**src/rtl/mips_ctrl_pkg.sv**
```systemverilog
// Shared encodings for the multicycle MIPS-style control unit.
package mips_ctrl_pkg;

  // Opcode field values
  localparam logic [3:0] OP_R    = 4'b0000;
  localparam logic [3:0] OP_IA_1 = 4'b0001;
  localparam logic [3:0] OP_IA_2 = 4'b0010;
  localparam logic [3:0] OP_IA_3 = 4'b0011;
  localparam logic [3:0] OP_IA_4 = 4'b0100;
  localparam logic [3:0] OP_BEQ  = 4'b0101;
  localparam logic [3:0] OP_BNE  = 4'b0110;
  localparam logic [3:0] OP_IA_7 = 4'b0111;
  localparam logic [3:0] OP_LW   = 4'b1000;
  localparam logic [3:0] OP_SW   = 4'b1001;
  localparam logic [3:0] OP_IA_F = 4'b1111;

  typedef enum logic [3:0] {
    ST_FETCH  = 4'd0,
    ST_DECODE = 4'd1,
    ST_EXEC_R = 4'd2,
    ST_EXEC_I = 4'd3,
    ST_ADDR   = 4'd4,
    ST_BRANCH = 4'd5,
    ST_MEM_RD = 4'd6,
    ST_MEM_WR = 4'd7,
    ST_WB_R   = 4'd8,
    ST_WB_I   = 4'd9,
    ST_WB_MEM = 4'd10,
    ST_FAULT  = 4'd11
  } state_e;

  // ALU operation select
  localparam logic [1:0] ALU_ADD    = 2'b00;
  localparam logic [1:0] ALU_SUB    = 2'b01;
  localparam logic [1:0] ALU_FUNCT  = 2'b10;
  localparam logic [1:0] ALU_OPCODE = 2'b11;

  // ALU B-operand select
  localparam logic [1:0] SRCB_REG_B = 2'b00;
  localparam logic [1:0] SRCB_ONE   = 2'b01;
  localparam logic [1:0] SRCB_IMM   = 2'b10;
  localparam logic [1:0] SRCB_BOFF  = 2'b11;

  // Fault codes
  localparam logic [1:0] FAULT_NONE    = 2'b00;
  localparam logic [1:0] FAULT_ILLEGAL = 2'b01;
  localparam logic [1:0] FAULT_TIMEOUT = 2'b10;

  // One-hot instruction class
  typedef struct packed {
    logic r;
    logic iarith;
    logic beq;
    logic bne;
    logic lw;
    logic sw;
    logic illegal;
  } opclass_t;

endpackage

```
**src/rtl/mc_opclass_decode.sv**
```systemverilog
// Combinational opcode classifier: exactly one class bit is set for any opcode.
module mc_opclass_decode
  import mips_ctrl_pkg::*;
(
  input  logic [3:0] opcode,
  output opclass_t   opclass
);

  // Map opcode to its one-hot class; anything unlisted is illegal
  always_comb begin
    opclass = '0;
    case (opcode)
      OP_R:    opclass.r = 1'b1;
      OP_IA_1,
      OP_IA_2,
      OP_IA_3,
      OP_IA_4,
      OP_IA_7,
      OP_IA_F: opclass.iarith = 1'b1;
      OP_BEQ:  opclass.beq = 1'b1;
      OP_BNE:  opclass.bne = 1'b1;
      OP_LW:   opclass.lw = 1'b1;
      OP_SW:   opclass.sw = 1'b1;
      default: opclass.illegal = 1'b1;
    endcase
  end

endmodule

```
**src/rtl/multicycle_ctrl.sv**
```systemverilog
// Multicycle control FSM with memory wait timeout and sticky fault.
//
// state  | meaning
// FETCH  | read instruction at PC, PC+1 on mem_ready (idle while run=0)
// DECODE | compute branch target, dispatch by opcode class
// EXEC_R | ALU on reg A, reg B with funct
// EXEC_I | ALU on reg A, sign-extended immediate with opcode
// ADDR   | effective address = reg A + immediate
// BRANCH | compare A-B, conditionally load PC from ALU out
// MEM_RD | data read at ALU out, wait for mem_ready
// MEM_WR | data write at ALU out, wait for mem_ready
// WB_R   | write ALU out to rd
// WB_I   | write ALU out to rt
// WB_MEM | write memory data to rt
// FAULT  | terminal until reset
module multicycle_ctrl
  import mips_ctrl_pkg::*;
#(
  parameter int TIMEOUT_CYCLES = 15
) (
  input  logic       clk,
  input  logic       rst_n,
  input  logic       run,
  input  logic [3:0] opcode,
  input  logic       zero,
  input  logic       mem_ready,
  output logic       mem_read,
  output logic       mem_write,
  output logic       i_or_d,
  output logic       ir_write,
  output logic       pc_write,
  output logic       reg_write,
  output logic       reg_dst,
  output logic       mem_to_reg,
  output logic       alu_src_a,
  output logic [1:0] alu_src_b,
  output logic [1:0] alu_op,
  output logic       pc_src,
  output logic       instr_done,
  output logic       fault,
  output logic [1:0] fault_code
);

  // The counter never has to hold TIMEOUT_CYCLES itself: the last legal
  // value is TIMEOUT_CYCLES-1, at which a further miss faults instead.
  localparam int CNT_W = (TIMEOUT_CYCLES > 2) ? $clog2(TIMEOUT_CYCLES) : 1;
  localparam bit TO_EN = (TIMEOUT_CYCLES > 0);
  localparam logic [CNT_W-1:0] TO_LAST =
    CNT_W'((TIMEOUT_CYCLES > 0) ? TIMEOUT_CYCLES - 1 : 0);

  state_e           state_q, state_d;
  logic [CNT_W-1:0] cnt_q, cnt_d;
  logic [1:0]       fault_code_q, fault_code_d;
  opclass_t         opclass;
  logic             to_hit;

  mc_opclass_decode u_opclass (
    .opcode  (opcode),
    .opclass (opclass)
  );

  // mem_ready wins over an expiring timeout in the same cycle
  assign to_hit     = TO_EN && (cnt_q == TO_LAST) && !mem_ready;
  assign fault_code = fault_code_q;

  // Next state, wait counter and Moore/Mealy outputs; all outputs forced low in reset
  always_comb begin
    state_d      = state_q;
    cnt_d        = cnt_q;
    fault_code_d = fault_code_q;
    mem_read     = 1'b0;
    mem_write    = 1'b0;
    i_or_d       = 1'b0;
    ir_write     = 1'b0;
    pc_write     = 1'b0;
    reg_write    = 1'b0;
    reg_dst      = 1'b0;
    mem_to_reg   = 1'b0;
    alu_src_a    = 1'b0;
    alu_src_b    = SRCB_REG_B;
    alu_op       = ALU_ADD;
    pc_src       = 1'b0;
    instr_done   = 1'b0;
    fault        = 1'b0;
    if (rst_n) begin
      case (state_q)
        ST_FETCH: begin
          if (run) begin
            mem_read  = 1'b1;
            alu_src_b = SRCB_ONE;
            if (mem_ready) begin
              ir_write = 1'b1;
              pc_write = 1'b1;
              state_d  = ST_DECODE;
            end else if (to_hit) begin
              state_d      = ST_FAULT;
              fault_code_d = FAULT_TIMEOUT;
            end
          end
        end
        ST_DECODE: begin
          alu_src_b = SRCB_BOFF;
          if (opclass.r)                    state_d = ST_EXEC_R;
          else if (opclass.iarith)          state_d = ST_EXEC_I;
          else if (opclass.lw || opclass.sw) state_d = ST_ADDR;
          else if (opclass.beq || opclass.bne) state_d = ST_BRANCH;
          else begin
            state_d      = ST_FAULT;
            fault_code_d = FAULT_ILLEGAL;
          end
        end
        ST_EXEC_R: begin
          alu_src_a = 1'b1;
          alu_op    = ALU_FUNCT;
          state_d   = ST_WB_R;
        end
        ST_EXEC_I: begin
          alu_src_a = 1'b1;
          alu_src_b = SRCB_IMM;
          alu_op    = ALU_OPCODE;
          state_d   = ST_WB_I;
        end
        ST_ADDR: begin
          alu_src_a = 1'b1;
          alu_src_b = SRCB_IMM;
          state_d   = opclass.lw ? ST_MEM_RD : ST_MEM_WR;
        end
        ST_BRANCH: begin
          alu_src_a  = 1'b1;
          alu_op     = ALU_SUB;
          pc_src     = 1'b1;
          pc_write   = opclass.bne ? ~zero : zero;
          instr_done = 1'b1;
          state_d    = ST_FETCH;
        end
        ST_MEM_RD: begin
          mem_read = 1'b1;
          i_or_d   = 1'b1;
          if (mem_ready) state_d = ST_WB_MEM;
          else if (to_hit) begin
            state_d      = ST_FAULT;
            fault_code_d = FAULT_TIMEOUT;
          end
        end
        ST_MEM_WR: begin
          mem_write = 1'b1;
          i_or_d    = 1'b1;
          if (mem_ready) begin
            instr_done = 1'b1;
            state_d    = ST_FETCH;
          end else if (to_hit) begin
            state_d      = ST_FAULT;
            fault_code_d = FAULT_TIMEOUT;
          end
        end
        ST_WB_R: begin
          reg_write  = 1'b1;
          reg_dst    = 1'b1;
          instr_done = 1'b1;
          state_d    = ST_FETCH;
        end
        ST_WB_I: begin
          reg_write  = 1'b1;
          instr_done = 1'b1;
          state_d    = ST_FETCH;
        end
        ST_WB_MEM: begin
          reg_write  = 1'b1;
          mem_to_reg = 1'b1;
          instr_done = 1'b1;
          state_d    = ST_FETCH;
        end
        ST_FAULT: fault = 1'b1;
        default:  state_d = ST_FETCH;
      endcase
      if (state_d != state_q) begin
        cnt_d = '0;
      end else if (TO_EN && (mem_read || mem_write) && !mem_ready) begin
        cnt_d = cnt_q + CNT_W'(1);
      end
    end
  end

  // State, wait counter and latched fault code
  always_ff @(posedge clk or negedge rst_n) begin
    if (!rst_n) begin
      state_q      <= ST_FETCH;
      cnt_q        <= '0;
      fault_code_q <= FAULT_NONE;
    end else begin
      state_q      <= state_d;
      cnt_q        <= cnt_d;
      fault_code_q <= fault_code_d;
    end
  end

endmodule

```
**config.mk**
```make
export PLATFORM = sky130hd
export DESIGN_NAME = multicycle_ctrl
export DESIGN_NICKNAME = d
export VERILOG_FILES = /design/src/rtl/mips_ctrl_pkg.sv /design/src/rtl/mc_opclass_decode.sv /design/src/rtl/multicycle_ctrl.sv
export SDC_FILE = /design/constraint.sdc
export NUM_CORES = 1
export LEC_CHECK = 0
export CAP_MARGIN = 20
export CORE_MARGIN = 2
export CORE_UTILIZATION = 30
export DETAILED_ROUTE_END_ITERATION = 7
export GPL_TIMING_DRIVEN = 0
export PLACE_DENSITY_LB_ADDON = 0.1
export SLEW_MARGIN = 25
export SYNTH_ARGS = -nofsm -noshare
export SYNTH_HDL_FRONTEND = slang
export SYNTH_SLANG_ARGS = --single-unit
```
**constraint.sdc**
```tcl
create_clock -name clk -period 3 [get_ports clk]
set_clock_uncertainty 0.1 [all_clocks]
set_input_delay 0.6 -clock clk [delete_from_list [all_inputs] [get_ports clk]]
set_output_delay 0.6 -clock clk [all_outputs]
set_load 0.02 [all_outputs]
```
==> flow_summary.ini, run 1 <==
[run_status]
status = finished clean

[die]
die_w_um = 62.6
core-area_um2 = 3310
initial_utilization_pct = 31.1
io_pins = 27
die_h_um = 62.6
rows = 21
dieArea_um2 = 3920

[final_layout]
postLayoutCellArea_um2 = 1420
drive_gt1_share_pct = 16.6
regArea_um2 = 251
insertedDiodeCount = 0
nets = 175
multi_input_area_um2 = 736
instances_no_fill = 209
area_growth_syn_to_layout_pct = 38.3
fill_cells = 348

[global_routing]
grt_pass1_wl_um = 5140
grt_max_degree = 16
grtUsageTotal_pct = 15.9
antenna_found_initial = 0
gr-total-overflow = 0
grt_pass1_vias = 1061

[placement]
port_buffers = 25
placed_area_um2 = 1340
place_congestion = 0.812
pre_cts_slack_ns = -0.712
placedCellCount = 202
dp_hpwl_um = 2300

[route]
vias_per_cell = 5.40
drt_first_iter_violations = 28
drt-total-wl_um = 3070
firstDrtPassIters = 4
wl_per_cell_um = 14.7
ant_nets = 0
num_vias = 1129
drc = 0

[clock_network]
cts_root_buffer = clkbuf_4
path_clk_slew_ns = 0.08
ctsHoldBuffers = 0
clk_latency_ns = 0.27
tritoncts = done
clock-sinks = 10
cts_buffer_depth = 2
htree_levels = 1
cts_buffers = 3

[synth]
synth-edff-count = 0
synthesis.area_um2 = 1030
synthTopCellsByArea = dfrtp_1 24%, a21oi_1 4.9%, nor2_1 4.0%
ys.flop_type = dfrtp_1
syn-num-nets = 142
synthArstFlopShare_pct = 100
synth-seq-cells = 10
synthCells = 131
yosys.area.top_type = dfrtp_1
synth_common_cells = 11 x nor2_1, 10 x a21oi_1, 10 x dfrtp_1, 10 x nand2_1
synth.most_common_cell = nor2_1
synth_warnings = 0
yosysSeqAreaShare_pct = 24.3
yosysUniqueCellTypes = 47
synth_area_per_cell_um2 = 7.86
synth_top_area_share_pct = 24.3

[flow_run]
maxCapViolCount = 0

[setup_path]
reg2reg_to = cnt_q[1]
crit_required_ns = 2.30
startpoint = state_q[1]
crit_fanout = 10
worst_setup_path_end_kind = output pin
r2r_setup_slack_ns = 0.26
r2r_cells = 7
crit_end = mem_read
timing.rr.start = state_q[3]
start_kind = register
crit_arrival_ns = 2.20
critical_path_class = reg -> out

[power_and_ir_drop]
p_int_uw = 655
total_power_uw = 1280
p_leak_uw = 0.000602
peakVddDrop_mv = 0.341
powerDensity_nw_per_um2 = 895
switchingPower_uw = 620
p_seq_share_pct = 16.8
pwr-share-comb_pct = 73.3
swShare_pct = 48.6
pwr-share-clk_pct = 9.9

[timing]
final-setup-viol-count = 0
fin_ws_ns = 0.104
drv_slew = 0
period_needed_ns = 2.90
fin_crit_sh_pct = 96.5
slew_headroom_pct = 61.6
hold_violations = 0
tightest_slew_ns = 0.570
fmax_ghz = 0.345

[hold_path]
hold_path_class = in -> async
==> timing repair <==
item                                    in CTS  in global routing
resized for setup                           15                 12
endpoints found under the hold margin        0                  0
setup buffers                                0                  3
cloned                                       0                  0
endpoints found under the setup margin      16                 15
pin swaps                                    2                  3
==> per-stage QoR <==
stage / hold slack [ns] / setup TNS, ns / util [%]
floorplan: 0.204 / 0 / -
global placement: 0.391 / -6.87 / 40.4
detailed placement: 0.402 / -6.89 / 40.4
CTS: 0.234 / -0.0198 / 41.8
global route: 0.140 / -0.0329 / 43.0
finish: 0.127 / 0 / 43.0
==> worst min-delay path by stage <==
stage / slack [ns] / from / end
global route: 0.14 / rst_n / state_q[2]
finish: 0.13 / rst_n / state_q[0]
global placement: 0.39 / fault_code[0] / fault_code[0]
CTS: 0.23 / rst_n / state_q[0]
detailed placement: 0.40 / fault_code[0] / fault_code[0]
floorplan: 0.20 / rst_n / cnt_q[0]
==> worst max-delay path, cell delays in order (launching register included) <==
cell and delay [ns]:
dfrtp_1 0.45, clkbuf_2 0.22, buf_2 0.22, or3b_2 0.45, a211oi_1 0.23, dlygate4sd2_1 0.36
==> cells by family after synthesis <==
| group | share of synthesized area (%) |
|---|---|
| and+or+nand+nor | 28.8 |
| buffers and inverters | 6.44 |
| adders and majority gates | 3.40 |
| xor gates and xnor gates | 2.55 |
| DFF | 24.3 |
| AOI/OAI and AO/OA | 30.5 |
| muxes | 4.01 |
==> power groups by stage <==
stage	combinational, uW	clock [uW]	sequential, uW
final	934	127	214
after global routing	1010	136	218
after CTS	883	128	212
after detailed placement	887	0	215
after global placement	890	0	213
after floorplan	640	0	216
==> flip-flops by register name, indices dropped and copies added, names as in the netlist <==
name / cells
cnt_q: 4
state_q: 4
fault_code: 2
==> per-layer routing <==
metal / vias up / track usage [%] / part of all wire (%)
met1: 533 / 21.4 / 48
met4: 0 / 3.33 / 0.75
met2: 22 / 27.7 / 47
met3: 4 / 1.44 / 4.0
met5: - / 0 / 0
li1: 570 / - / -
==> area by class of cell <==
cell class / count / area share, %
inverter: 6 / 1.85
tap: 46 / 4.04
multi-input combinational: 106 / 51.7
timing repair buffer: 28 / 18.9
sequential: 10 / 17.7
clock buffer: 4 / 2.55
buffer: 9 / 3.34
==> layout by cell type, fill, tap and decap left out, types with 4 or more instances in the layout <==
cell / instances
a21oi_1: 10
buf_2: 5
clkdlybuf4s50_1: 16
dfrtp_1: 9
dlymetal6s2s_1: 4
inv_1: 5
nand2_1: 10
nand3_1: 4
nor2_1: 11
nor3_1: 8
nor4_1: 4
o21ai_0: 8
Note: power is estimated with default switching activity, not from simulation.
==> run 2: changes to the inputs <==
--- a/config.mk
+++ b/config.mk
@@ -10,3 +10,5 @@
 export CORE_UTILIZATION = 30
+export CTS_CLUSTER_DIAMETER = 30
 export DETAILED_ROUTE_END_ITERATION = 7
+export DONT_BUFFER_PORTS = 1
 export GPL_TIMING_DRIVEN = 0
--- a/constraint.sdc
+++ b/constraint.sdc
@@ -4,2 +4,2 @@
 set_output_delay 0.6 -clock clk [all_outputs]
-set_load 0.02 [all_outputs]
+set_load 0.05 [all_outputs]
==> flow_summary.ini, run 2 (synthesis gave the netlist of run 1 again) <==
[run_status]
status = finished clean

[setup_path]
crit_fanout = 10
path_buf_inv = 2
critical_path.slowest_cell = a211oi_4
worst_setup_path_end_kind = output pin
cp_cell_sequence = buf_2, clkbuf_4, or3b_2, a211oi_4
crit_arrival_ns = 2.21
critPathTopFamily = compound AO/OA/AOI/OAI gates
crit_required_ns = 2.30
slowest_delay_ns = 0.58
start_kind = register
critical_path_class = reg -> out

[flow_run]
maxCapViolCount = 0

[hold_path]
hold_path_class = reg -> reg

[die]
rows = 21
io_pins = 27
dieArea_um2 = 3920
initial_utilization_pct = 31.1
die_w_um = 62.6
core-area_um2 = 3310
die_h_um = 62.6

[clock_network]
post_cts_buffers = 0
cts_buffer_depth = 2
cts_buffers = 3
clk_latency_ns = 0.25
cts_root_buffer = clkbuf_4
clock-sinks = 10
tritoncts = done
htree_levels = 1
path_clk_slew_ns = 0.06

[power_and_ir_drop]
p_seq_share_pct = 18.9
total_power_uw = 1310
pwr-share-comb_pct = 74.5
swShare_pct = 58.4
switchingPower_uw = 763
pwr-share-clk_pct = 6.7
powerDensity_nw_per_um2 = 1070
p_int_uw = 544
p_leak_uw = 0.000451
peakVddDrop_mv = 0.385

[placement]
port_buffers = 0
placed_area_um2 = 1140
dp_hpwl_um = 2340
place_congestion = 0.818
pre_cts_slack_ns = 0.0315

[route]
ant_nets = 0
wl_per_cell_um = 16.8
vias_per_cell = 5.71
drt-total-wl_um = 3030
firstDrtPassIters = 4
drt_first_iter_violations = 19
drc = 0
num_vias = 1034

[final_layout]
insertedDiodeCount = 0
final_common_cell = nand2_1
postLayoutCellArea_um2 = 1220
area_growth_syn_to_layout_pct = 18.6
final_cell_mix = 10 x nand2_1, 9 x dfrtp_1, 8 x nor2_1, 8 x o21ai_0, 8 x a21oi_1
nets = 148
drive_gt1_share_pct = 23.0

[global_routing]
grt_max_degree = 11
antenna_found_initial = 0
use_met1_pct = 21.4
gr-total-overflow = 0
grt-busiest-layer = met2
grtUsageTotal_pct = 16.2
grt_pass1_wl_um = 5180
grt_pass1_vias = 1056
met2_usage_pct = 27.7
use_met3_pct = 3.42

[timing]
hold_violations = 0
period_needed_ns = 2.91
final-setup-viol-count = 0
fin_ws_ns = 0.0890
tightest_slew_ns = 0.898
drv_slew = 0
hold_slack_ns = 0.437
rsz0062_at_grt = yes
fmax_ghz = 0.344
setup_tns_ns = 0
fin_crit_sh_pct = 97.0
slew_headroom_pct = 39.9
==> run 2: cell count changes in the layout (fill, tap and decap cells not counted), sizes merged <==
cell	change
dlymetal6s2s	-4
dlygate4sd3	+1
clkdlybuf4s50	-16
dlygate4sd2	-3
clkinvlp	-1
buf	-6
clkinv	+1
==> run 2: worst register-to-register path, delay by kind of cell (launching register included) <==
| kind | cells | cell delay (ns) |
|---|---|---|
| compound gates | 6 | 1.25 |
| flops | 1 | 0.48 |
| simple gates | 1 | 0.76 |
==> run 2: path summary, 6_finish.rpt <==
path,from,to,slack (ns),cells after the start
setup / recovery,state_q[1],mem_read,0.09,4
hold / removal,cnt_q[0],cnt_q[0],0.44,1
setup reg to reg,state_q[3],cnt_q[1],0.27,7
hold reg to reg,cnt_q[0],cnt_q[0],0.44,1
max in group asynchronous,rst_n,state_q[1],1.81,1
min in group asynchronous,rst_n,cnt_q[3],0.64,1
==> run 2: final cells by class <==
cell class | instances | area, um^2
Tap cell | 46 | 57.6
Buffer | 9 | 51.3
Fill cell | 386 | 2090
Multi-Input combinational cell | 106 | 806
Sequential cell | 10 | 251
Timing Repair Buffer | 1 | 10.0
Clock buffer | 3 | 22.5
Inverter | 6 | 22.5
==> run 2: what timing repair did <==
| action | CTS | global route |
|---|---|---|
| hold endpoints to repair | 10 | 0 |
| endpoints found under the setup margin | 8 | 8 |
| gates resized for setup | 4 | 14 |
| hold buffers | 1 | 0 |
| pin swaps | 1 | 3 |
==> run 2: per-layer routing <==
| layer | up-vias | wire length, um |
|---|---|---|
| li1 | 504 | - |
| met3 | 2 | 80 |
| met4 | 0 | 8 |
| met5 | - | 0 |
| met2 | 14 | 1540 |
| met1 | 514 | 1410 |
==> run 2: per-stage QoR <==
| step | util, % | cells |
|---|---|---|
| floorplan | - | 131 |
| global placement | 33.2 | 177 |
| detailed placement | 34.3 | 177 |
| CTS | 35.8 | 181 |
| global route | 36.9 | 181 |
| finish | 36.9 | 181 |
==> run 2: power groups by stage <==
| stage | registers [uW] | logic [uW] | clock network [uW] |
|---|---|---|---|
| 3_3_place_gp | 248 | 884 | 0 |
| 2_1_floorplan | 235 | 747 | 0 |
| 6_report | 247 | 973 | 87.3 |
| 4_1_cts | 244 | 946 | 95.7 |
| 5_1_grt | 254 | 1060 | 102 |
| 3_5_place_dp | 247 | 917 | 0 |
==> run 3: changes to the inputs <==
CTS_CLUSTER_DIAMETER = 120   (was 30)
==> results of run 3 <==
No change in the layout: final DEF, timing and power equal those of run 2.
